===== src/rtl/sr_pq_ext_if.sv =====
// sr_pq_ext_if: handshake and status bundle for the sr_pq_ext priority queue.
// The master side drives push/pop/kvi/clr_err and the slave side (the queue)
// returns the head element, occupancy and the sticky error flags.
interface sr_pq_ext_if #(
   parameter int KW    = 4,
   parameter int VW    = 4,
   parameter int DEPTH = 8
) ();
   localparam int CW = $clog2(DEPTH + 1);

   logic               push;
   logic               pop;
   logic               clr_err;
   logic [KW+VW-1:0]   kvi;
   logic [KW+VW-1:0]   kvo;
   logic               vo;
   logic [CW-1:0]      count;
   logic               full;
   logic               empty;
   logic               ovf;
   logic               udf;

   modport master (
      output push, pop, clr_err, kvi,
      input  kvo, vo, count, full, empty, ovf, udf
   );

   modport slave (
      input  push, pop, clr_err, kvi,
      output kvo, vo, count, full, empty, ovf, udf
   );
endinterface


===== src/rtl/sr_pq_ext.sv =====
// sr_pq_ext: shift-register priority queue with per-stage valid bits,
// min/max-first ordering, push+pop replace, FIFO order among equal keys,
// occupancy count and sticky overflow/underflow flags.
// Optional macro SR_PQ_EXT_PEAK_EN adds the 'peak' high-water-mark output.
// Stage 0 of the internal arrays is the head (stage 1 externally).
module sr_pq_ext #(
   parameter int KW        = 4,
   parameter int VW        = 4,
   parameter int DEPTH     = 8,
   parameter int MAX_FIRST = 0,
   localparam int CW       = $clog2(DEPTH + 1)
) (
   input  logic           clk,
   input  logic           rst,
   sr_pq_ext_if.slave     bus
`ifdef SR_PQ_EXT_PEAK_EN
   ,
   output logic [CW-1:0]  peak
`endif
);

   localparam logic [CW-1:0] C_FULL = CW'(DEPTH);

   // Stage storage
   logic [KW-1:0]    r_key [DEPTH];
   logic [VW-1:0]    r_val [DEPTH];
   logic [DEPTH-1:0] r_vld;
   logic [CW-1:0]    r_count;
   logic             r_ovf;
   logic             r_udf;

   // Next-state values
   logic [KW-1:0]    w_key_nxt [DEPTH];
   logic [VW-1:0]    w_val_nxt [DEPTH];
   logic [DEPTH-1:0] w_vld_nxt;
   logic [CW-1:0]    w_count_nxt;

   // Shifted (popped) view and previous-stage view of the array
   logic [KW-1:0]    w_s_key [DEPTH];
   logic [VW-1:0]    w_s_val [DEPTH];
   logic [DEPTH-1:0] w_s_vld;
   logic [KW-1:0]    w_p_key [DEPTH];
   logic [VW-1:0]    w_p_val [DEPTH];
   logic [DEPTH-1:0] w_p_vld;

   // Insertion-point decode for the plain and shifted views
   logic [DEPTH-1:0] w_nb;
   logic [DEPTH-1:0] w_first;
   logic [DEPTH-1:0] w_nbs;
   logic [DEPTH-1:0] w_sfirst;

   logic [KW-1:0]    w_kin_key;
   logic [VW-1:0]    w_kin_val;
   logic             w_full;
   logic             w_empty;
   logic             w_ins;
   logic             w_del;
   logic             w_rep;
   logic             w_ovf_set;
   logic             w_udf_set;

   // Ordering predicate: does key a leave before key b? Ties never do.
   function automatic logic f_before(input logic [KW-1:0] a, input logic [KW-1:0] b);
      if (MAX_FIRST != 0) return (a > b);
      else                return (a < b);
   endfunction

   assign w_kin_key = bus.kvi[KW+VW-1:VW];
   assign w_kin_val = bus.kvi[VW-1:0];
   assign w_full    = (r_count == C_FULL);
   assign w_empty   = (r_count == '0);

   // Operation decode: insert (incl. push+pop on empty), delete, replace
   always_comb begin
      w_ins     = 1'b0;
      w_del     = 1'b0;
      w_rep     = 1'b0;
      w_ovf_set = 1'b0;
      w_udf_set = 1'b0;
      if (bus.push && !bus.pop) begin
         w_ins     = !w_full;
         w_ovf_set = w_full;
      end else if (bus.pop && !bus.push) begin
         w_del     = !w_empty;
         w_udf_set = w_empty;
      end else if (bus.push && bus.pop) begin
         w_ins     = w_empty;
         w_rep     = !w_empty;
         w_udf_set = w_empty;
      end
   end

   // Build the shifted and previous-stage views; invalid slots read as zero
   always_comb begin
      for (int i = 0; i < DEPTH - 1; i++) begin
         w_s_key[i] = r_key[i+1];
         w_s_val[i] = r_val[i+1];
         w_s_vld[i] = r_vld[i+1];
      end
      w_s_key[DEPTH-1] = '0;
      w_s_val[DEPTH-1] = '0;
      w_s_vld[DEPTH-1] = 1'b0;
      w_p_key[0] = '0;
      w_p_val[0] = '0;
      w_p_vld[0] = 1'b0;
      for (int i = 1; i < DEPTH; i++) begin
         w_p_key[i] = r_key[i-1];
         w_p_val[i] = r_val[i-1];
         w_p_vld[i] = r_vld[i-1];
      end
   end

   // Per-stage "new key goes before me" and first-true (insertion point) decode
   always_comb begin
      for (int i = 0; i < DEPTH; i++) begin
         w_nb[i]  = !r_vld[i]   || f_before(w_kin_key, r_key[i]);
         w_nbs[i] = !w_s_vld[i] || f_before(w_kin_key, w_s_key[i]);
      end
      w_first[0]  = w_nb[0];
      w_sfirst[0] = w_nbs[0];
      for (int i = 1; i < DEPTH; i++) begin
         w_first[i]  = w_nb[i]  && !w_nb[i-1];
         w_sfirst[i] = w_nbs[i] && !w_nbs[i-1];
      end
   end

   // Next-state of every stage and of the occupancy count
   always_comb begin
      for (int i = 0; i < DEPTH; i++) begin
         w_key_nxt[i] = r_key[i];
         w_val_nxt[i] = r_val[i];
      end
      w_vld_nxt   = r_vld;
      w_count_nxt = r_count;
      if (w_ins) begin
         w_count_nxt = r_count + CW'(1);
         for (int i = 0; i < DEPTH; i++) begin
            if (w_first[i]) begin
               w_key_nxt[i] = w_kin_key;
               w_val_nxt[i] = w_kin_val;
               w_vld_nxt[i] = 1'b1;
            end else if (w_nb[i]) begin
               w_key_nxt[i] = w_p_key[i];
               w_val_nxt[i] = w_p_val[i];
               w_vld_nxt[i] = w_p_vld[i];
            end
         end
      end else if (w_del) begin
         w_count_nxt = r_count - CW'(1);
         for (int i = 0; i < DEPTH; i++) begin
            w_key_nxt[i] = w_s_key[i];
            w_val_nxt[i] = w_s_val[i];
            w_vld_nxt[i] = w_s_vld[i];
         end
      end else if (w_rep) begin
         // Entries that still sort ahead of kvi move up one; kvi lands at the
         // first slot of the shifted view it beats; the rest stay in place.
         for (int i = 0; i < DEPTH; i++) begin
            if (w_sfirst[i]) begin
               w_key_nxt[i] = w_kin_key;
               w_val_nxt[i] = w_kin_val;
               w_vld_nxt[i] = 1'b1;
            end else if (!w_nbs[i]) begin
               w_key_nxt[i] = w_s_key[i];
               w_val_nxt[i] = w_s_val[i];
               w_vld_nxt[i] = w_s_vld[i];
            end
         end
      end
   end

   // Stage array and count registers
   always_ff @(posedge clk or posedge rst) begin
      if (rst) begin
         for (int i = 0; i < DEPTH; i++) begin
            r_key[i] <= '0;
            r_val[i] <= '0;
         end
         r_vld   <= '0;
         r_count <= '0;
      end else begin
         for (int i = 0; i < DEPTH; i++) begin
            r_key[i] <= w_key_nxt[i];
            r_val[i] <= w_val_nxt[i];
         end
         r_vld   <= w_vld_nxt;
         r_count <= w_count_nxt;
      end
   end

   // Sticky error flags; a new error wins over a simultaneous clear
   always_ff @(posedge clk or posedge rst) begin
      if (rst) begin
         r_ovf <= 1'b0;
         r_udf <= 1'b0;
      end else begin
         r_ovf <= w_ovf_set || (r_ovf && !bus.clr_err);
         r_udf <= w_udf_set || (r_udf && !bus.clr_err);
      end
   end

`ifdef SR_PQ_EXT_PEAK_EN
   logic [CW-1:0] r_peak;

   // High-water mark of count; clr_err restarts it from the current count
   always_ff @(posedge clk or posedge rst) begin
      if (rst) begin
         r_peak <= '0;
      end else if (bus.clr_err) begin
         r_peak <= r_count;
      end else if (w_count_nxt > r_peak) begin
         r_peak <= w_count_nxt;
      end
   end

   assign peak = r_peak;
`endif

   assign bus.kvo   = {r_key[0], r_val[0]};
   assign bus.vo    = !w_empty;
   assign bus.count = r_count;
   assign bus.full  = w_full;
   assign bus.empty = w_empty;
   assign bus.ovf   = r_ovf;
   assign bus.udf   = r_udf;

endmodule


===== src/flat_wrapper.sv =====
// flat-port wrapper written by rule: the top's interface ports become plain ports
module sr_pq_ext_flat 
#(
   parameter int KW        = 4,
   parameter int VW        = 4,
   parameter int DEPTH     = 8,
   parameter int MAX_FIRST = 0,
   localparam int CW       = $clog2(DEPTH + 1)
)
  (clk, rst, bus_push, bus_pop, bus_clr_err, bus_kvi, bus_kvo, bus_vo, bus_count, bus_full, bus_empty, bus_ovf, bus_udf);
  sr_pq_ext_if #(.KW(KW), .VW(VW), .DEPTH(DEPTH)) bus_i ();
  input  logic clk;
  input  logic rst;
  input wire logic [$bits(bus_i.push)-1:0] bus_push;
  input wire logic [$bits(bus_i.pop)-1:0] bus_pop;
  input wire logic [$bits(bus_i.clr_err)-1:0] bus_clr_err;
  input wire logic [$bits(bus_i.kvi)-1:0] bus_kvi;
  output wire logic [$bits(bus_i.kvo)-1:0] bus_kvo;
  output wire logic [$bits(bus_i.vo)-1:0] bus_vo;
  output wire logic [$bits(bus_i.count)-1:0] bus_count;
  output wire logic [$bits(bus_i.full)-1:0] bus_full;
  output wire logic [$bits(bus_i.empty)-1:0] bus_empty;
  output wire logic [$bits(bus_i.ovf)-1:0] bus_ovf;
  output wire logic [$bits(bus_i.udf)-1:0] bus_udf;
  assign bus_i.push = bus_push;
  assign bus_i.pop = bus_pop;
  assign bus_i.clr_err = bus_clr_err;
  assign bus_i.kvi = bus_kvi;
  assign bus_kvo = bus_i.kvo;
  assign bus_vo = bus_i.vo;
  assign bus_count = bus_i.count;
  assign bus_full = bus_i.full;
  assign bus_empty = bus_i.empty;
  assign bus_ovf = bus_i.ovf;
  assign bus_udf = bus_i.udf;
  sr_pq_ext #(.KW(KW), .VW(VW), .DEPTH(DEPTH), .MAX_FIRST(MAX_FIRST)) u_core (.clk(clk), .rst(rst), .bus(bus_i));
endmodule

===== config.mk =====
export PLATFORM = sky130hd
export DESIGN_NAME = sr_pq_ext_flat
export DESIGN_NICKNAME = d
export VERILOG_FILES = /design/src/rtl/sr_pq_ext_if.sv /design/src/rtl/sr_pq_ext.sv /design/src/flat_wrapper.sv
export SDC_FILE = /design/constraint.sdc
export NUM_CORES = 1
export LEC_CHECK = 0
export CORE_MARGIN = 5
export CORE_UTILIZATION = 62
export DETAILED_ROUTE_END_ITERATION = 12
export GPL_ROUTABILITY_DRIVEN = 0
export PLACE_DENSITY = 0.8
export SLEW_MARGIN = 20
export SYNTH_ARGS = -nofsm -noshare
export SYNTH_HDL_FRONTEND = slang
export SYNTH_SLANG_ARGS = --single-unit

===== constraint.sdc =====
create_clock -name clk -period 3.7 [get_ports clk]
set_input_delay 0.925 -clock clk [delete_from_list [all_inputs] [get_ports clk]]
set_output_delay 0.925 -clock clk [all_outputs]
set_load 0.005 [all_outputs]

### Word-level counts from Yosys, hierarchy flattened

Index checks and enable logic that the tools add are counted.

| storage, ports and cells | value |
|---|---|
| register bits | 78 |

| cells by class | value |
|---|---|
| muxes and demuxes | 73 |
| reductions and logical operators | 48 |
| order comparisons | 8 |
| eq/ne operators | 4 |
| add/sub/neg operators | 2 |

Operators with widths:

| cell | count |
|---|---|
| $mux W32 | 6 |
| $mux W4 | 36 |
| $lt A4 B4 Y1 | 8 |
| $mux W1 | 28 |
| $mux W8 | 3 |
| $logic_not A1 Y1 | 20 |
| $logic_and A1 B1 Y1 | 12 |
| $logic_or A1 B1 Y1 | 10 |
| $reduce_and A2 Y1 | 3 |
| $add A4 B1 Y4 const B | 1 |
| $eq A4 B4 Y1 const B | 1 |
| $logic_not A4 Y1 | 1 |
| $sub A4 B1 Y4 const B | 1 |
| $ne A3 B1 Y1 const B | 1 |
| $ne A3 B3 Y1 const B | 1 |
| $reduce_bool A3 Y1 | 1 |
| $ne A2 B1 Y1 const B | 1 |
| $reduce_bool A2 Y1 | 1 |

### Logic depth before layout (Yosys ltp)

| logic depth | value |
|---|---|
| depth in word-level cells | 8 |
| gate-level depth with buffers | 10 |

### Least setup slack after synthesis

OpenSTA, ideal clock, no wires.

| timing | value |
|---|---|
| kind | input -> register |
| start | in bus_kvi[5] |
| end | reg u_core.r_val[10] (netlist name) |
| arrival time | 2,533 ps |
| stages on the path | 7 |
| data required time | 3,566 ps |
| slack | 1,033 ps |
| path buffers | 1 |
| cells stage by stage | ha_1 > a211oi_1 > o31ai_2 > buf_2 > mux2_2 > o21ai_0 > o211ai_1 |

| between the ends | value |
|---|---|
| longest elaborated chain between the ends | 8 |
| elaborated cells on any way between the ends | 17 |
| those cells by class | order compare (3); mux (7); reduce/logical (7) |

Ends and longest elaborated chain:

| element | line | RTL |
|---|---|---|
| from (decl) | flat_wrapper.sv:17 | `input wire logic [$bits(bus_i.kvi)-1:0] bus_kvi;` |
| $lt A4 B4 Y1 | sr_pq_ext.sv:65 | `else return (a < b);` |
| $logic_or A1 B1 Y1 | sr_pq_ext.sv:116, sr_pq_ext.sv:117 |  |
| $logic_not A1 Y1 | sr_pq_ext.sv:123 | `w_sfirst[i] = w_nbs[i] && !w_nbs[i-1];` |
| $logic_and A1 B1 Y1 | sr_pq_ext.sv:123 |  |
| $mux W4 | - |  |
| $mux W32 | sr_pq_ext.sv:155 | `end else if (w_rep) begin` |
| $mux W32 | sr_pq_ext.sv:148 | `end else if (w_del) begin` |
| $mux W32 (*) | sr_pq_ext.sv:135 | `if (w_ins) begin` |
| to (signal, indexed assignment) | sr_pq_ext.sv:184 | `r_val[i] <= w_val_nxt[i];` |
| to (decl) | sr_pq_ext.sv:26 | `logic [VW-1:0] r_val [DEPTH];` |

Mark *: on every way between the ends. The rest lies on a longest branch, timed or not. The select of a mux whose other input is x is not followed.
A chain may end at the register's enable or synchronous reset.

### Worst setup path after layout

| timing | value |
|---|---|
| start | in bus_kvi[5] |
| end | reg u_core.r_key[8] (netlist name) |

| between the ends | value |
|---|---|
| longest elaborated chain between the ends | 8 |
| elaborated cells on any way between the ends | 17 |
| those cells by class | order compare (3); mux (7); reduce/logical (7) |

Ends and longest elaborated chain:

| element | line | RTL |
|---|---|---|
| $lt A4 B4 Y1 | sr_pq_ext.sv:65 |  |
| $logic_or A1 B1 Y1 | sr_pq_ext.sv:116, sr_pq_ext.sv:117 |  |
| $logic_not A1 Y1 | sr_pq_ext.sv:123 |  |
| $logic_and A1 B1 Y1 | sr_pq_ext.sv:123 |  |
| $mux W4 | - |  |
| $mux W32 | sr_pq_ext.sv:155 |  |
| $mux W32 | sr_pq_ext.sv:148 |  |
| $mux W32 (*) | sr_pq_ext.sv:135 |  |
| to (signal, indexed assignment) | sr_pq_ext.sv:183 | `r_key[i] <= w_key_nxt[i];` |
| to (decl) | sr_pq_ext.sv:25 | `logic [KW-1:0] r_key [DEPTH];` |

Marked as above.

==> metrics.yaml <==
peakVddDrop_mv: 0.518
drc: 0
fin_tns_setup_ns: 0
rsz0062_at_grt: "false"
relSlewSlack_pct: 43.4
cts_hold_buf: 0
crit_type: "in2reg"
ys_seq_elements: 78
core-area_mm2: 0.00973
layout-drive-gt1-share_pct: 11.6
ant_nets: 0
cts-buffers-inserted: 9
r2r-start: "u_core.bus.count[1]"
hold_violations: 0
syn_area_mm2: 0.00613
fillers: 830
cp_slowest_cell: "clkdlybuf4s50_1"
grt_max_degree: 79
num_vias: 6100
synth_edf_count: 0
grt_use_met3_pct: 6.05
leakagePower_nw: 2.83
antenna_found_initial: 0
total_power_mw: 5.99
cts.clk_slew.worst_paths_ns: 0.08
setup_viol_count_final: 0
max_stage_delay_ns: 0.74
fin_nets: 764
cp_top_family: "compound AO/OA/AOI/OAI gates"
ys.flop_type: "dfrtp_1"
grt.busiest_layer: "met2"
met1_usage_pct: 40.6
cts_tree: "yes"
start_util_pct: 63.0
worst_ep_required_time_ns: 3.94
worstSetupStartpoint: "bus_kvi[5]"
synth_seq_area_share_pct: 31.8
io_buffers: 29
p_per_area_mw_per_mm2: 891
yosysTopAreaCellShare_pct: 31.8
wl_per_cell_um: 21.5
drt-initial-drc-count: 573
viasPerCell: 7.07
cts_buffer_depth: 2
place_ws_ns: 0.0419
dp_hpwl_mm: 13.0
grt-ovfl-total: 0
grt_pass1_wl_mm: 30.7
syn-num-nets: 757
synthTopCellsByArea: "dfrtp_1 32%, ha_1 5.1%, o21ai_0 4.3%"
final-max-slew-violation-count: 0
synth_area_leader_cell: "dfrtp_1"
insertion_delay_ns: 0.38
cts_sinks: 78
min_period_ns: 3.38
hold_path.startpoint: "u_core.bus.kvo[7]"
hp-class: "reg2reg"
cp-start-kind: "input pin"
final_core_util_pct: 69.1
boundaryPins: 30
setup_ws_ns: 0.324
status: "finished, final reports clean"
syn_area_per_cell_um2: 8.52
antenna_cells: 0
row_count: 36
synthDistinctLibCells: 69
die_x_um: 109
h-tree-depth: 3
drv_cap: 0
post_cts_resize_count: 0
worstPathArrival_ns: 3.62
drtPass1Iterations: 5
cp_num_buf_inv: 1
use_met2_pct: 53.4
area_growth_pct: 9.74
ys_warn_count: 0
end_kind: "flop"
cts_setup_buffers: 0
synthArstFlopShare_pct: 100
tightest_slew_ns: 0.849
critical_path.max_fanout: 10
finClkSkew_ns: 0.0139
grtUsageTotal_pct: 32.7
die_h_um: 109
grt_pass1_vias: 6158
max_freq_ghz: 0.296
synthCells: 719
wirelength_mm: 18.6
die_area_mm2: 0.0120
crit_chain: "clkdlybuf4s50_1, ha_1, a211oi_1, o31a_1, mux2_2, a222oi_1, o21ai_0"
holdWs_ns: 0.515
period_share_pct: 91.2
root_buffer: "clkbuf_8"
[sequential cells by signal (all words and copies together), names as in the netlist]
signal	cells
u_core.bus.count	4
u_core.bus.kvo	8
u_core.bus.ovf	1
u_core.bus.udf	1
u_core.r_key	28
u_core.r_val	28
u_core.r_vld	8
[through the flow]
stage,cells,cell area (um^2)
after floorplan,719,6130
after CTS,863,6730
final,863,6730
after global routing,863,6730
after detailed placement,848,6560
after global placement,848,6560
[cells in the mapped netlist (3+ instances only)]
library cell,instances
mux2_2,12
buf_2,20
o31ai_1,4
a211oi_1,20
inv_1,40
a221o_1,8
or2_2,3
a22o_1,5
a2111oi_0,4
o22ai_1,9
o21bai_1,3
o21ai_1,12
o21a_1,8
o211ai_1,15
and2_1,4
clkbuf_1,38
a31oi_1,34
xnor2_1,3
nor2_1,34
a31o_2,3
a2bb2oi_1,8
dfrtp_1,78
ha_1,25
a22oi_1,25
a2111o_1,4
buf_1,3
nand2b_1,6
nand2_1,59
o21ai_0,53
a21o_1,9
a21oi_1,32
buf_4,9
nand3_1,10
and3_1,24
o221ai_1,14
mux2i_1,16
a21boi_0,5
nor2b_1,4
nor3_1,4
a32o_1,12
a211o_1,5
o2bb2ai_1,3
a41oi_1,4
[worst reg2reg max path: stages, from the launching register on]
cell and delay (ns):
dfrtp_1 0.53, or4b_4 0.61, and3_4 0.36, nor2_4 0.52, o21ai_0 0.19, o21a_1 0.20, a31oi_1 0.16
[power by group]
group	leakage, nW	internal, mW	switching [mW]	total [mW]
combinational	1.79	1.56	1.96	3.52
clock	0.0865	0.277	0.327	0.604
sequential	0.954	1.26	0.610	1.87
[placed cells by master (no fill, tap or decap), types with 4 or more instances in the layout]
cell / n
a41oi_1: 4
o21ai_0: 53
clkdlybuf4s50_1: 29
nor3_1: 4
a32o_1: 12
nor2_1: 33
a21o_1: 9
a2bb2oi_1: 8
a31oi_1: 34
o21a_1: 8
a2111oi_0: 4
inv_1: 39
a221o_1: 8
nand2_1: 59
a21oi_1: 32
nand3_1: 10
o22ai_1: 9
nor2b_1: 4
and3_1: 24
mux2_2: 12
nand2b_1: 6
o21ai_1: 11
clkbuf_8: 11
o31ai_1: 4
buf_4: 37
o221ai_1: 14
a2111o_1: 4
mux2i_1: 16
dfrtp_1: 78
and2_1: 4
a211oi_1: 20
a21boi_0: 5
o211ai_1: 15
ha_1: 25
a211o_1: 5
a22oi_1: 25
a22o_1: 5
[metal layers]
layer	share of wire, %	vias to the layer above
met3	8.1	85
met2	48	357
met1	39	2901
met4	4.9	0
li1	-	2757
met5	0	-
[kinds of logic (layout without fill, tap and decap cells)]
family | Yosys count | count (layout) | synth area share [%]
AOI/OAI and AO/OA | 318 | 318 | 37.7
xor gates and xnor gates | 3 | 3 | 0.429
adders and majority gates | 25 | 25 | 5.10
buffers and inverters | 111 | 122 | 7.88
DFF | 78 | 78 | 31.8
muxes | 28 | 28 | 4.82
and+or+nand+nor | 156 | 156 | 12.2
[worst paths after layout]
| kind | depth (start not counted) | slack (ns) | endpoint |
|---|---|---|---|
| setup reg to reg | 6 | 1.06 | u_core.r_val[25] |
| min in group asynchronous | 3 | 0.95 | u_core.r_vld[1] |
| setup / recovery | 7 | 0.32 | u_core.r_key[8] |
| hold reg to reg | 2 | 0.52 | u_core.bus.kvo[7] |
| max in group asynchronous | 3 | 2.38 | u_core.bus.count[0] |
| hold / removal | 2 | 0.52 | u_core.bus.kvo[7] |
[cell type report]
type	count	area (um^2)	share of cell area, %
flip-flops and latches	78	1950	29.0
well taps	133	166	2.47
repair buffers	67	588	8.74
inverters	40	151	2.25
clock inverters	1	5.00	0.0744
clock buffers	14	163	2.42
multi-input cells	530	3700	55.0
(Power assumes the default switching activity.)
==> RTL change (same settings) <==
`VW` is set to 4 in 3 places; all go to 8.
--- a/src/rtl/sr_pq_ext_if.sv
+++ b/src/rtl/sr_pq_ext_if.sv
@@ -3,7 +3,7 @@
 // returns the head element, occupancy and the sticky error flags.
 interface sr_pq_ext_if #(
    parameter int KW    = 4,
-   parameter int VW    = 4,
+   parameter int VW    = 8,
    parameter int DEPTH = 8
 ) ();
    localparam int CW = $clog2(DEPTH + 1);
--- a/src/rtl/sr_pq_ext.sv
+++ b/src/rtl/sr_pq_ext.sv
@@ -5,7 +5,7 @@
 // Stage 0 of the internal arrays is the head (stage 1 externally).
 module sr_pq_ext #(
    parameter int KW        = 4,
-   parameter int VW        = 4,
+   parameter int VW        = 8,
    parameter int DEPTH     = 8,
    parameter int MAX_FIRST = 0,
    localparam int CW       = $clog2(DEPTH + 1)
--- a/src/flat_wrapper.sv
+++ b/src/flat_wrapper.sv
@@ -2,7 +2,7 @@
 module sr_pq_ext_flat 
 #(
    parameter int KW        = 4,
-   parameter int VW        = 4,
+   parameter int VW        = 8,
    parameter int DEPTH     = 8,
    parameter int MAX_FIRST = 0,
    localparam int CW       = $clog2(DEPTH + 1)
Interface: changed (resized bus_kvi and bus_kvo); port bits go from 30 to 38. The function was not compared with the original's and may differ.
==> RTL change against the unedited design <==
  * Combinational power rose by 41%
  * Worst setup slack lost 0.0094 ns
  * Synthesized area up 33%
  * Total power rose by 42%
  * Critical path type unchanged
  * Wire length is 37% higher
  * Cell area up 34%
  * Sequential cell count up 32
  * Via count rose by 33%
==> RTL change: results <==
group,metric,value,unit
global_routing,grt_pass1_vias,8083,
critical_path,crit_family,"compound AO/OA/AOI/OAI gates",
routing,drt_iter0_drc,774,
global_routing,gr-usage-met1,41.6,%
critical_path,critical-path-max-stage-delay,0.66,ns
placement,pre_cts_ws,0.0709,ns
final_layout,n_antenna_cell,0,
timing,max_slew.worst_pin.slew,0.927,ns
final_layout,nClkBuffers,9,
critical_path,slowest_stage,"nor2_2",
run_status,status,"finished, final reports clean",
clock_tree,ctsHtreeMaxLevel,3,
final_layout,regArea,2750,um2
global_routing,gr-usage-met2,52.8,%
placement,post_dp_cell_area,8680,um2
routing,wl_met2,11900,um
synthesis,synthTopCellsByCount,"110 x dfrtp_1, 106 x o21ai_0, 62 x a21oi_1, 51 x clkbuf_1, 49 x o221ai_1",
routing,totalWireLength,25400,um
power,leakagePower,3.68,nW
final_layout,n_all_buffers,88,
global_routing,grt_pass1_wl,41900,um
final_layout,syn2layout_area_growth,10.3,%
global_routing,grt_use_total,32.3,%
global_routing,grt_max_degree,111,
final_layout,final-clk-cell-share,3.64,%
synthesis,ys_types,64,
routing,met3RoutedLength,2510,um
clock_tree,root_buffer,"clkbuf_16",
critical_path,arrival,3.66,ns
final_layout,buf_share,8.78,%
critical_path,critPathMaxFanout,13,
power,ir_worst_vdd,0.547,mV
clock_tree,cts_resized,0,
final_layout,drive_above_1_share,13.0,%
routing,vias_per_cell,7.34,
routing,m1WireLength,10100,um
final_layout,multi_input_comb_cells,669,
final_layout,fill_cells,1018,
synthesis,synthTopCellsByArea,"dfrtp_1 34%, o21ai_0 6.5%, o221ai_1 5.3%, mux2i_1 4.0%, ha_1 3.8%",
synthesis,avgSynthCellArea,8.85,um2
synthesis,syn-num-nets,965,
final_layout,stdcell_count,1104,
power,switching_share,46.9,%
placement,dp_hpwl,17900,um
clock_tree,clock-sinks,110,
synthesis,ys_seq_area_share,33.7,%
final_layout,inv_count,45,
timing,finalClockSkew,0.0111,ns
final_layout,multi_input_area_share,52.7,%
routing,first_pass_iters,6,
==> RTL change: cell types whose count changed in the layout (fill, tap and decap cells not counted), moves of 13 or more <==
| cell | before | now |
|---|---|---|
| a31oi_1 | 34 | 6 |
| mux2i_1 | 16 | 33 |
| nand3_1 | 10 | 39 |
| a21oi_1 | 32 | 62 |
| o21ai_0 | 53 | 106 |
| o221ai_1 | 14 | 49 |
| nand2_1 | 59 | 21 |
| dfrtp_1 | 78 | 110 |
| and3_1 | 24 | 11 |
==> RTL change: worst paths after layout <==
kind | from | to | slack, ns | cells after the start
worst max-delay path | bus_kvi[11] | u_core.r_val[54] | 0.31 | 9
worst min-delay path | u_core.r_vld[7] | u_core.r_vld[6] | 0.54 | 2
worst max register to register | u_core.r_key[22] | u_core.r_val[54] | 0.93 | 9
worst min register to register | u_core.r_vld[7] | u_core.r_vld[6] | 0.54 | 2
max in group asynchronous | rst | u_core.r_val[52] | 2.09 | 3
min in group asynchronous | rst | u_core.r_val[53] | 1.03 | 3
==> RTL change: cells by family (layout without fill, tap and decap cells) <==
family / Yosys count / after routing / synth area share [%]
AND/OR/NAND/NOR: 150 / 150 / 9.39
buffers and inverters: 144 / 149 / 8.26
XOR/XNOR: 3 / 3 / 0.322
flip-flops: 110 / 110 / 33.7
multiplexers: 53 / 53 / 6.99
AO/OA/AOI/OAI: 438 / 438 / 37.5
adder cells (fa/ha/maj): 25 / 25 / 3.83
==> RTL change: power by group through the flow <==
stage | Sequential [W] | Combinational [W] | Clock, W
global route | 0.00252 | 0.00541 | 0.00116
global placement | 0.00239 | 0.00466 | 0
detailed placement | 0.00243 | 0.00485 | 0
floorplan | 0.00221 | 0.00372 | 0
CTS | 0.00241 | 0.00487 | 0.00110
finish | 0.00245 | 0.00498 | 0.00110
